[src/rtl/alu_pkg.sv]
// alu_pkg: types and constants shared by the K2 ALU and its sequential divider.
//   ALU_WIDTH   - default datapath width used by the ALU and the divider
//   div_state_t - divider controller states
package alu_pkg;

    localparam int ALU_WIDTH = 8;

    typedef enum logic [1:0] {
        IDLE = 2'd0,
        RUN  = 2'd1,
        DONE = 2'd2
    } div_state_t;

endpackage

[src/rtl/alu_div_alu.sv]
// alu_div_alu: ripple-carry add/subtract unit of the K2 ALU.
//   x, y  - W-bit operands
//   sub   - 0: sum = x + y, 1: sum = x - y (two's complement, x + ~y + 1)
//   sum   - W-bit result
//   carry - carry out; in subtract mode 1 means no borrow (x >= y unsigned)
module alu_div_alu #(
    parameter int W = 9
) (
    input  logic [W-1:0] x,
    input  logic [W-1:0] y,
    input  logic         sub,
    output logic [W-1:0] sum,
    output logic         carry
);

    logic [W:0]   c;
    logic [W-1:0] y_eff;

    // The subtract setting inverts y and injects the +1 as the carry-in.
    assign c[0] = sub;

    genvar gi;
    generate
        for (gi = 0; gi < W; gi++) begin : g_bit
            assign y_eff[gi]  = y[gi] ^ sub;
            assign sum[gi]    = x[gi] ^ y_eff[gi] ^ c[gi];
            assign c[gi + 1]  = (x[gi] & y_eff[gi]) | (c[gi] & (x[gi] ^ y_eff[gi]));
        end
    endgenerate

    assign carry = c[W];

endmodule

[src/rtl/alu_div.sv]
// alu_div: sequential restoring divider, one quotient bit per clock.
//   clk         - system clock, rising edge
//   rst         - synchronous active-high reset
//   start       - request, accepted when not busy (IDLE or DONE)
//   a, b        - unsigned dividend / divisor, sampled on the accepting edge
//   busy        - high while iterating
//   done        - one-cycle pulse, results valid from this cycle
//   quotient    - registered quotient, held until the next completion
//   remainder   - registered remainder, held until the next completion
//   div_by_zero - set when the last completed operation had b == 0
module alu_div
    import alu_pkg::*;
#(
    parameter int N = ALU_WIDTH
) (
    input  logic         clk,
    input  logic         rst,
    input  logic         start,
    input  logic [N-1:0] a,
    input  logic [N-1:0] b,
    output logic         busy,
    output logic         done,
    output logic [N-1:0] quotient,
    output logic [N-1:0] remainder,
    output logic         div_by_zero
);

    localparam int CW = $clog2(N);

    div_state_t   state_reg;
    logic [N-1:0] p_reg;
    logic [N-1:0] q_reg;
    logic [N-1:0] d_reg;
    logic [CW-1:0] count_reg;
    logic [N-1:0] quotient_reg;
    logic [N-1:0] remainder_reg;
    logic         div_by_zero_reg;

    logic [N:0]   s;
    logic [N:0]   t;
    logic         alu_carry;
    logic         no_borrow;
    logic [N-1:0] p_next;
    logic [N-1:0] q_next;

    // Shift the next dividend bit into the partial remainder.
    assign s = {p_reg, q_reg[N-1]};

    alu_div_alu #(
        .W(N + 1)
    ) u_sub (
        .x    (s),
        .y    ({1'b0, d_reg}),
        .sub  (1'b1),
        .sum  (t),
        .carry(alu_carry)
    );

    // Because P < D always holds, S < 2D: with no borrow T < D leaves T[N]
    // clear, and with a borrow the wrapped T has T[N] set. Both views agree,
    // so folding in T[N] changes nothing and consumes the full ALU result.
    assign no_borrow = alu_carry & ~t[N];

    assign p_next = no_borrow ? t[N-1:0] : s[N-1:0];
    assign q_next = {q_reg[N-2:0], no_borrow};

    always_ff @(posedge clk) begin
        if (rst) begin
            state_reg       <= IDLE;
            p_reg           <= '0;
            q_reg           <= '0;
            d_reg           <= '0;
            count_reg       <= '0;
            quotient_reg    <= '0;
            remainder_reg   <= '0;
            div_by_zero_reg <= 1'b0;
        end else begin
            case (state_reg)
                IDLE, DONE: begin
                    if (start) begin
                        if (b == '0) begin
                            // Divide by zero completes immediately.
                            quotient_reg    <= '1;
                            remainder_reg   <= a;
                            div_by_zero_reg <= 1'b1;
                            state_reg       <= DONE;
                        end else begin
                            p_reg     <= '0;
                            q_reg     <= a;
                            d_reg     <= b;
                            count_reg <= CW'(N - 1);
                            state_reg <= RUN;
                        end
                    end else begin
                        state_reg <= IDLE;
                    end
                end
                RUN: begin
                    p_reg <= p_next;
                    q_reg <= q_next;
                    if (count_reg == '0) begin
                        quotient_reg    <= q_next;
                        remainder_reg   <= p_next;
                        div_by_zero_reg <= 1'b0;
                        state_reg       <= DONE;
                    end else begin
                        count_reg <= count_reg - 1'b1;
                    end
                end
                default: state_reg <= IDLE;
            endcase
        end
    end

    assign busy        = (state_reg == RUN);
    assign done        = (state_reg == DONE);
    assign quotient    = quotient_reg;
    assign remainder   = remainder_reg;
    assign div_by_zero = div_by_zero_reg;

endmodule

[config.mk]
export PLATFORM = sky130hd
export DESIGN_NAME = alu_div
export DESIGN_NICKNAME = d
export VERILOG_FILES = /design/src/rtl/alu_pkg.sv /design/src/rtl/alu_div_alu.sv /design/src/rtl/alu_div.sv
export SDC_FILE = /design/constraint.sdc
export NUM_CORES = 1
export LEC_CHECK = 0
export CAP_MARGIN = 15
export CORE_ASPECT_RATIO = 0.9
export CORE_MARGIN = 2
export CORE_UTILIZATION = 56
export DETAILED_ROUTE_END_ITERATION = 16
export PLACE_DENSITY = 0.83
export SYNTH_ARGS = -nofsm -noshare
export SYNTH_HDL_FRONTEND = slang
export SYNTH_SLANG_ARGS = --single-unit
[constraint.sdc]
create_clock -name clk -period 6.4 [get_ports clk]
set_input_delay 0.64 -clock clk [delete_from_list [all_inputs] [get_ports clk]]
set_output_delay 0.64 -clock clk [all_outputs]
set_load 0.01 [all_outputs]
==> out/results.ini <==
[outcome]
status=finished clean

[critical_path]
cp-start-kind=register
critPathMaxStageDelay_ns=0.56
arrival_ns=4.66
crit_chain=inv_1 -> ha_1 -> inv_1 -> fa_1 -> inv_1 -> fa_1 -> fa_1 -> fa_1 -> fa_1 -> fa_1 -> inv_1 -> fa_1 -> xor2_2 -> mux2i_1 -> a211oi_1 -> a31o_2
critPathMaxFanout=14
critPathKind=reg2reg
crit_path_end_kind=register
cp_slowest_cell=xor2_2
cp.required_ns=6.61
critPathMostFrequentCell=fa_1

[detailed_routing]
post_drt_via_cell_ratio=5.75
wire_per_inst_um=15.4
wl_um=4770
drc=0
dr.pass1.iters=4
first_iter_violations=198
antenna_left=0
route.vias.total=1781

[sta]
skew_ns=0.0112
fin_crit_ns=4.45
slew_headroom_pct=30.0
rsz0062_at_grt=false
slew_violations=0
clock.fmax_ghz=0.225
worstMarginPinSlew_ns=1.05
final.setup.worst_slack_ns=1.95
tns_ns=0
setup_viol=0
hold_viol=0
timing.final.crit_share_pct=69.5

[pwr]
power_frac_seq_pct=46.7
swShare_pct=32.6
power_switching_uw=235
max-vdd-ir-drop_v=0.000194
p_per_area_mw_per_mm2=274
intPower_uw=487
p_leak_nw=0.985
p_clk_share_pct=24.5
combinationalPowerShare_pct=28.8

[synth]
synth_largest_area_cell=dfxtp_1
synth_ff_type=dfxtp_1
yosysSeqAreaShare_pct=41.9
synthMostInstantiatedCell=dfxtp_1
netlist_area_mm2=0.00220
ys_types=43
synth_seq_cells=46
ys_warn_count=0
synth_top_area_share_pct=41.9
synthArstFlopShare_pct=0
synth-edff-count=0
synth_cells=235
synth_common_cells=dfxtp_1, nand2_1, a21oi_1
syn_nets=264
avgSynthCellArea_um2=9.36
synth_area_leaders=dfxtp_1, a21oi_1, fa_1, nand2_1, o221a_2

[cells_and_area]
diodes=0
area_delta_synth_final_pct=19.7
fin_util_pct=70.6
fin_cells=310
fin_area_mm2=0.00263
fin_nets=292
fill_cells=300
drive_gt1_share_pct=12.1

[die]
die_x_um=70.1
dieArea_mm2=0.00445
rows=21
start_util_pct=59.0
io_pins=38
die-height_um=63.5
core_area_mm2=0.00373

[clocking]
cts_hold_buf=0
clock-sinks=46
root_buffer=clkbuf_8
cts_resized=0
cts_made_buffers=5
clk_path_buf_depth=2
htreeDepth=2
clk_latency_ns=0.31
cts_tree=done
cts_setup_buffers=0
path_clk_slew_ns=0.09

[global_route]
grt_start_max_net_pins=30
grt_pass1_vias=1798
grt_pass1_wl_um=8180
grt_overflow=0
grtUsageTotal_pct=23.3
antenna_found_initial=0

[placed_design]
dp_cells=302
pre_cts_ws_ns=1.99
place_hpwl_um=3290
port_buffers=37
gp_congestion=0.827
placed_cell_area_mm2=0.00254

[min_path]
hp-class=reg2reg

[flow_run]
maxCapViolations=0

## cells by family (layout without fill, tap and decap cells)
group	after synthesis	in the layout	synth area share, %
adder cells (fa/ha/maj)	10	10	8.08
multiplexers	3	3	1.37
flip-flops	46	46	41.9
AND/OR/NAND/NOR	70	70	17.2
buffers and inverters	32	61	6.71
XOR/XNOR	2	2	1.14
AO/OA/AOI/OAI	72	72	23.6
## cell type report
class                           count  area, µm²  area share [%]
Sequential cell                    46        921            35.0
Tap cell                           46       57.6            2.19
Clock buffer                        5       68.8            2.61
Clock inverter                      3       21.3           0.808
Timing Repair Buffer               38        378            14.3
Multi-Input combinational cell    157       1130            42.9
Inverter                           15       56.3            2.14
## worst max-delay path, delay by kind of cell, from the launching register on
family | cells | cell delay (ns)
buffers and inverters | 4 | 0.24
adder cells (fa/ha/maj) | 8 | 2.51
AO/OA/AOI/OAI | 2 | 0.34
XOR/XNOR | 1 | 0.56
flip-flops | 1 | 0.37
multiplexers | 1 | 0.32
## worst paths after layout
path	from	end	slack, ns	cells past startpoint
min	d_reg[7]	d_reg[7]	0.46	2
max	q_reg[7]	remainder[1]	1.95	16
min reg2reg	d_reg[7]	d_reg[7]	0.46	2
max reg2reg	q_reg[7]	remainder[1]	1.95	16
## placed cells by master (no fill, tap or decap), types with 2 or more instances in the layout
master           instances
dfxtp_1                 46
clkdlybuf4s50_1         37
nand2_1                 35
a21oi_1                 30
inv_1                   15
o21ai_0                  9
o221a_2                  8
nand3_1                  7
nor3_1                   7
fa_1                     7
nor2_1                   5
clkbuf_8                 5
nor2b_1                  4
o211ai_1                 4
mux2i_1                  3
nor2b_4                  3
a311oi_2                 3
ha_1                     3
nand2b_1                 2
nor4_4                   2
a2111oi_0                2
a211oi_1                 2
a31o_2                   2
o31a_1                   2
## power groups by stage
| stage | clock network [mW] | registers, mW | logic, mW |
|---|---|---|---|
| 2_1_floorplan | 0 | 0.344 | 0.144 |
| 3_3_place_gp | 0 | 0.343 | 0.201 |
| 3_5_place_dp | 0 | 0.344 | 0.207 |
| 4_1_cts | 0.178 | 0.337 | 0.207 |
| 5_1_grt | 0.194 | 0.342 | 0.230 |
| 6_report | 0.177 | 0.338 | 0.208 |
## metal layers
| layer | vias up | GRT usage, % | part of all wire [%] |
|---|---|---|---|
| met1 | 836 | 30.1 | 44 |
| li1 | 876 | - | - |
| met5 | - | 0 | 0 |
| met2 | 62 | 38.3 | 48 |
| met3 | 7 | 5.76 | 6.7 |
| met4 | 0 | 7.93 | 1.1 |
## through the flow
step,hold WS (ns),power (mW)
after floorplan,0.436,0.488
after global placement,0.446,0.544
after detailed placement,0.449,0.551
after CTS,0.460,0.723
after global routing,0.493,0.766
final,0.459,0.722
(Power assumes the default switching activity.)
